## src/rtl/nibble_serial_add_ctrl.sv

```systemverilog
// Serial adder controller: streams NIBBLES 4-bit slices through an external registered
// CLA stage (2-cycle latency), chaining carries at full throughput, and returns the W+1-bit sum.
module nibble_serial_add_ctrl #(
  parameter int unsigned NIBBLES = 4
) (
  input  logic                   clk,
  input  logic                   rst,
  input  logic                   start,
  input  logic [4*NIBBLES-1:0]   op_a,
  input  logic [4*NIBBLES-1:0]   op_b,
  input  logic                   cin_in,
  output logic                   busy,
  output logic                   done,
  output logic [4*NIBBLES:0]     result,
  output logic [3:0]             add_a,
  output logic [3:0]             add_b,
  output logic                   add_cin,
  input  logic [4:0]             add_c
);

  localparam int unsigned W  = 4 * NIBBLES;
  localparam int unsigned CW = $clog2(NIBBLES + 1);
  localparam logic [CW-1:0] LAST = CW'(NIBBLES - 1);

  typedef enum logic [1:0] {IDLE, RUN, DONE} state_t;
  state_t state, state_nx;

  logic          accept, last_cap;
  logic          issue_v, issue_first, cin_v, cin_first, cap_v, cin_q;
  logic [W-1:0]  a_sh, b_sh, acc;
  logic [CW-1:0] iss_cnt, cap_cnt;

  assign accept   = start && (state != RUN);
  assign last_cap = cap_v && (cap_cnt == LAST);
  assign busy     = (state == RUN);
  assign done     = (state == DONE);

  always_comb begin
    state_nx = state;
    case (state)
      IDLE, DONE: state_nx = start ? RUN : IDLE;
      RUN:        if (last_cap) state_nx = DONE;
      default:    state_nx = IDLE;
    endcase
  end

  // cin_v marks the cycle after an issue; the stage's live carry-out then belongs
  // to the previous nibble, except for nibble 0 which takes the latched carry-in.
  always_comb begin
    add_cin = 1'b0;
    if (cin_v) add_cin = cin_first ? cin_q : add_c[4];
  end

  always_ff @(posedge clk) begin
    if (rst) begin
      state       <= IDLE;
      issue_v     <= 1'b0;
      issue_first <= 1'b0;
      cin_v       <= 1'b0;
      cin_first   <= 1'b0;
      cap_v       <= 1'b0;
      cin_q       <= 1'b0;
      a_sh        <= '0;
      b_sh        <= '0;
      acc         <= '0;
      iss_cnt     <= '0;
      cap_cnt     <= '0;
      add_a       <= '0;
      add_b       <= '0;
      result      <= '0;
    end else begin
      state       <= state_nx;
      issue_first <= accept;
      cin_v       <= issue_v;
      cin_first   <= issue_first;
      cap_v       <= cin_v;

      if (accept) begin
        add_a   <= op_a[3:0];
        add_b   <= op_b[3:0];
        a_sh    <= op_a >> 4;
        b_sh    <= op_b >> 4;
        cin_q   <= cin_in;
        acc     <= '0;
        iss_cnt <= '0;
        cap_cnt <= '0;
        issue_v <= 1'b1;
      end else if (issue_v && (iss_cnt != LAST)) begin
        add_a   <= a_sh[3:0];
        add_b   <= b_sh[3:0];
        a_sh    <= a_sh >> 4;
        b_sh    <= b_sh >> 4;
        iss_cnt <= iss_cnt + 1'b1;
      end else begin
        add_a   <= '0;
        add_b   <= '0;
        issue_v <= 1'b0;
      end

      // Sum nibbles enter at the top so nibble 0 ends at the LSB after NIBBLES captures.
      if (cap_v) begin
        acc <= {add_c[3:0], acc[W-1:4]};
        if (!last_cap) cap_cnt <= cap_cnt + 1'b1;
      end

      if (last_cap) result <= {add_c[4], add_c[3:0], acc[W-1:4]};
    end
  end

endmodule

```

## config.mk

```make
export PLATFORM = sky130hd
export DESIGN_NAME = nibble_serial_add_ctrl
export DESIGN_NICKNAME = d
export VERILOG_FILES = /design/src/rtl/nibble_serial_add_ctrl.sv
export SDC_FILE = /design/constraint.sdc
export NUM_CORES = 1
export LEC_CHECK = 0
export CAP_MARGIN = 0
export CORE_UTILIZATION = 50
export DETAILED_ROUTE_END_ITERATION = 10
export PLACE_DENSITY = 0.79
export SETUP_SLACK_MARGIN = 0.05
export SLEW_MARGIN = 20
export SYNTH_ARGS = -nofsm -noshare
export SYNTH_HDL_FRONTEND = slang
export SYNTH_SLANG_ARGS = --single-unit
```

## constraint.sdc

```tcl
create_clock -name clk -period 1.7 [get_ports clk]
set_clock_uncertainty 0.05 [all_clocks]
set_input_delay 0.425 -clock clk [delete_from_list [all_inputs] [get_ports clk]]
set_output_delay 0.425 -clock clk [all_outputs]
set_load 0.01 [all_outputs]
```

==> results.sh <==
export IMPL_syn_num_nets=412
export IMPL_numCtsBuffers=9
export IMPL_num_io_pins=69
export IMPL_min_from="issue_first"
export IMPL_cellPowerDensity_mw_per_mm2=909
export IMPL_synthXorXnorAreaFrac_pct=0.277
export IMPL_worst_slew_margin_rel_pct=75.3
export IMPL_cts_sinks=75
export IMPL_fin_util_pct=67.3
export IMPL_rsz0062_at_grt="no"
export IMPL_synth_area_top_cells="dfxtp_1, nand2_1, a21oi_1"
export IMPL_power_leakage_nw=1.53
export IMPL_slew_viol_final=0
export IMPL_synth_top_family_by_area="compound AO/OA/AOI/OAI gates"
export IMPL_fill_cells=499
export IMPL_synth_simple_gate_area_share_pct=21.3
export IMPL_rows=28
export IMPL_holdBufCountCts=0
export IMPL_comb_power_share_pct=12.7
export IMPL_synthFlopType="dfxtp_1"
export IMPL_p_switching_mw=0.927
export IMPL_cp_required_ns=1.22
export IMPL_layout_drive_gt1_share_pct=11.9
export IMPL_cts_max_path_buffers=2
export IMPL_grt_pass1_vias=2592
export IMPL_cts_tree="built"
export IMPL_start_util_pct=52.5
export IMPL_clock_latency_ns=0.35
export IMPL_hold_path_depth=1
export IMPL_antenna_cells=0
export IMPL_io_buffers=68
export IMPL_async_flop_share_pct=0
export IMPL_p_int_mw=2.76
export IMPL_drcViolationCount=0
export IMPL_viasPerCell=5.54
export IMPL_ir_drop_uv=537
export IMPL_status="complete, no violations"
export IMPL_vias=2798
export IMPL_antenna_found_initial=0
export IMPL_wl_per_cell_microns=14.3
export IMPL_maxCapViolations=0
export IMPL_synth_seq_cells=75
export IMPL_swShare_pct=25.2
export IMPL_tightest_slew_ns=0.369
export IMPL_ys_seq_area_share_pct=47.5
export IMPL_grt_use_total_pct=22.8
export IMPL_die_w_microns=81.5
export IMPL_finalCritPeriodShare_pct=93.6
export IMPL_hp_class="flip-flop to flip-flop"
export IMPL_syn_avg_cell_area_sq_um=8.62
export IMPL_area_growth_pct=28.3
export IMPL_yosysTopAreaCellShare_pct=47.5
export IMPL_grt_start_max_net_pins=51
export IMPL_path_class="flip-flop to output port"
export IMPL_syn_cell_area_sq_mm=0.00316
export IMPL_start_kind="flip-flop"
export IMPL_p_seq_share_pct=50.6
export IMPL_synth_edff_count=0
export IMPL_reg2reg_to="a_sh[5]"
export IMPL_reg2reg_depth=6
export IMPL_whs_endpoint="cin_first"
export IMPL_cts_root_buf="clkbuf_8"
export IMPL_rr_startpoint="iss_cnt[0]"
export IMPL_cts_htree_levels=3
export IMPL_setup_viol=0
export IMPL_period_needed_ns=1.59
export IMPL_synth_compound_area_share_pct=21.6
export IMPL_wirelength_microns=7200
export IMPL_hold_viol_final=0
export IMPL_fin_cells=505
export IMPL_dieArea_sq_mm=0.00665
export IMPL_netlist_instances=367
export IMPL_mostFrequentLayoutCells="nand2_1, dfxtp_1, a21oi_1"
export IMPL_overflow=0
export IMPL_worstSetupEndpointType="output port"
export IMPL_worst_r2r_setup_slack_ns=0.15
export IMPL_synth_area_mux_share_pct=0.633
export IMPL_pwr_share_clk_pct=36.7
export IMPL_synth_distinct_cells=29
export IMPL_core_area_sq_mm=0.00603
export IMPL_die_h_microns=81.5
export IMPL_synth_fa_ha_area_share_pct=1.58
export IMPL_path_max_fanout=2
export IMPL_yosysWarningCount=0
export IMPL_grt_pass1_wl_microns=11400
export IMPL_ant_nets=0
export IMPL_drtIter0Drc=123
export IMPL_synth_top_area_cell="dfxtp_1"
export IMPL_finalNetCount=470
export IMPL_dp_cells=489
export IMPL_post_cts_buffers=0
export IMPL_final_common_cell="nand2_1"
export IMPL_dr_pass1_iters=4
export IMPL_max_freq_mhz=628
export IMPL_crit_arrival_ns=1.12
export IMPL_dpl_hpwl_microns=4750
export IMPL_clk_pin_slew_worst_paths_ns=0.07
export IMPL_place_gp_congestion=0.778
synth_stat cells, drive strengths merged (2+ instances only):
cell type,number
mux2i,2
buf,28
inv,4
o21ai,13
a21oi,50
o211ai,19
nand2,81
nor3,19
nand3,17
clkbuf,7
dfxtp,75
nor2b,19
nor2,4
nand2b,5
a311oi,16
ha,4
critical path: stages, from the launching register on:
cell             delay (ns)
dfxtp_1                0.31
nand2b_2               0.18
inv_2                  0.07
clkdlybuf4s15_1        0.23
registers in the layout (all words and copies together) (netlist names):
| name | cells |
|---|---|
| issue_v | 1 |
| iss_cnt | 3 |
| cap_cnt | 3 |
| cin_q | 1 |
| acc | 12 |
| cin_first | 1 |
| b_sh | 12 |
| state | 2 |
| add_b | 4 |
| cin_v | 1 |
| result | 17 |
| add_a | 4 |
| issue_first | 1 |
| a_sh | 12 |
| cap_v | 1 |
layout make-up:
type,count,area [sq um],share of cell area (%)
multi-input cells,253,1450,35.8
flip-flops and latches,75,1500,37.0
clock inverters,5,52.6,1.30
clock buffers,11,141,3.49
repair buffers,82,800,19.7
well taps,75,93.8,2.31
inverters,4,15.0,0.370
worst max path at each step:
stage                from         end  slack [ns]
5_1_grt        iss_cnt[0]     a_sh[4]        0.04
4_1_cts        iss_cnt[0]     a_sh[6]        0.07
3_3_place_gp     add_c[4]     add_cin       -0.38
2_1_floorplan  iss_cnt[0]  iss_cnt[1]        0.23
3_5_place_dp     add_c[4]     add_cin       -0.40
6_report         state[1]        busy        0.11
per-layer routing:
layer | global-route usage [%] | vias up | share of wire [%]
li1 | - | 1390 | -
met4 | 13.6 | 0 | 1.7
met1 | 26.1 | 1322 | 43
met5 | 0 | - | 0
met3 | 4.22 | 9 | 3.6
met2 | 39.3 | 77 | 51
repair_timing:
item                                    4_1_cts  5_1_grt
pin swaps                                     0        0
endpoints found under the setup margin       30       11
gates resized for setup                      33        5
power groups by stage:
stage,clock network (mW),logic [mW],registers [mW]
detailed placement,0,0.468,1.90
CTS,1.37,0.461,1.86
floorplan,0,0.281,1.90
finish,1.35,0.469,1.86
global placement,0,0.457,1.90
global route,1.44,0.511,1.87
metrics by stage:
step | hold WS [ns] | power (mW) | instance area [sq um] | setup WS, ns | setup TNS [ns]
CTS | 0.396 | 3.69 | 4040 | 0.0657 | 0
detailed placement | 0.379 | 2.37 | 3880 | -0.398 | -0.404
global placement | 0.381 | 2.36 | 3880 | -0.380 | -0.380
floorplan | 0.364 | 2.18 | 3160 | 0.232 | 0
global route | 0.416 | 3.82 | 4060 | 0.0446 | 0
finish | 0.393 | 3.69 | 4060 | 0.109 | 0
cell families (layout without fill, tap and decap cells):
kind of cell             after synthesis  after routing
buffers and inverters                 39            102
AO/OA/AOI/OAI                        100            100
adder cells (fa/ha/maj)                4              4
flip-flops                            75             75
multiplexers                           2              2
XOR/XNOR                               1              1
AND/OR/NAND/NOR                      146            146
No activity file was read; power rests on OpenSTA's default activity.
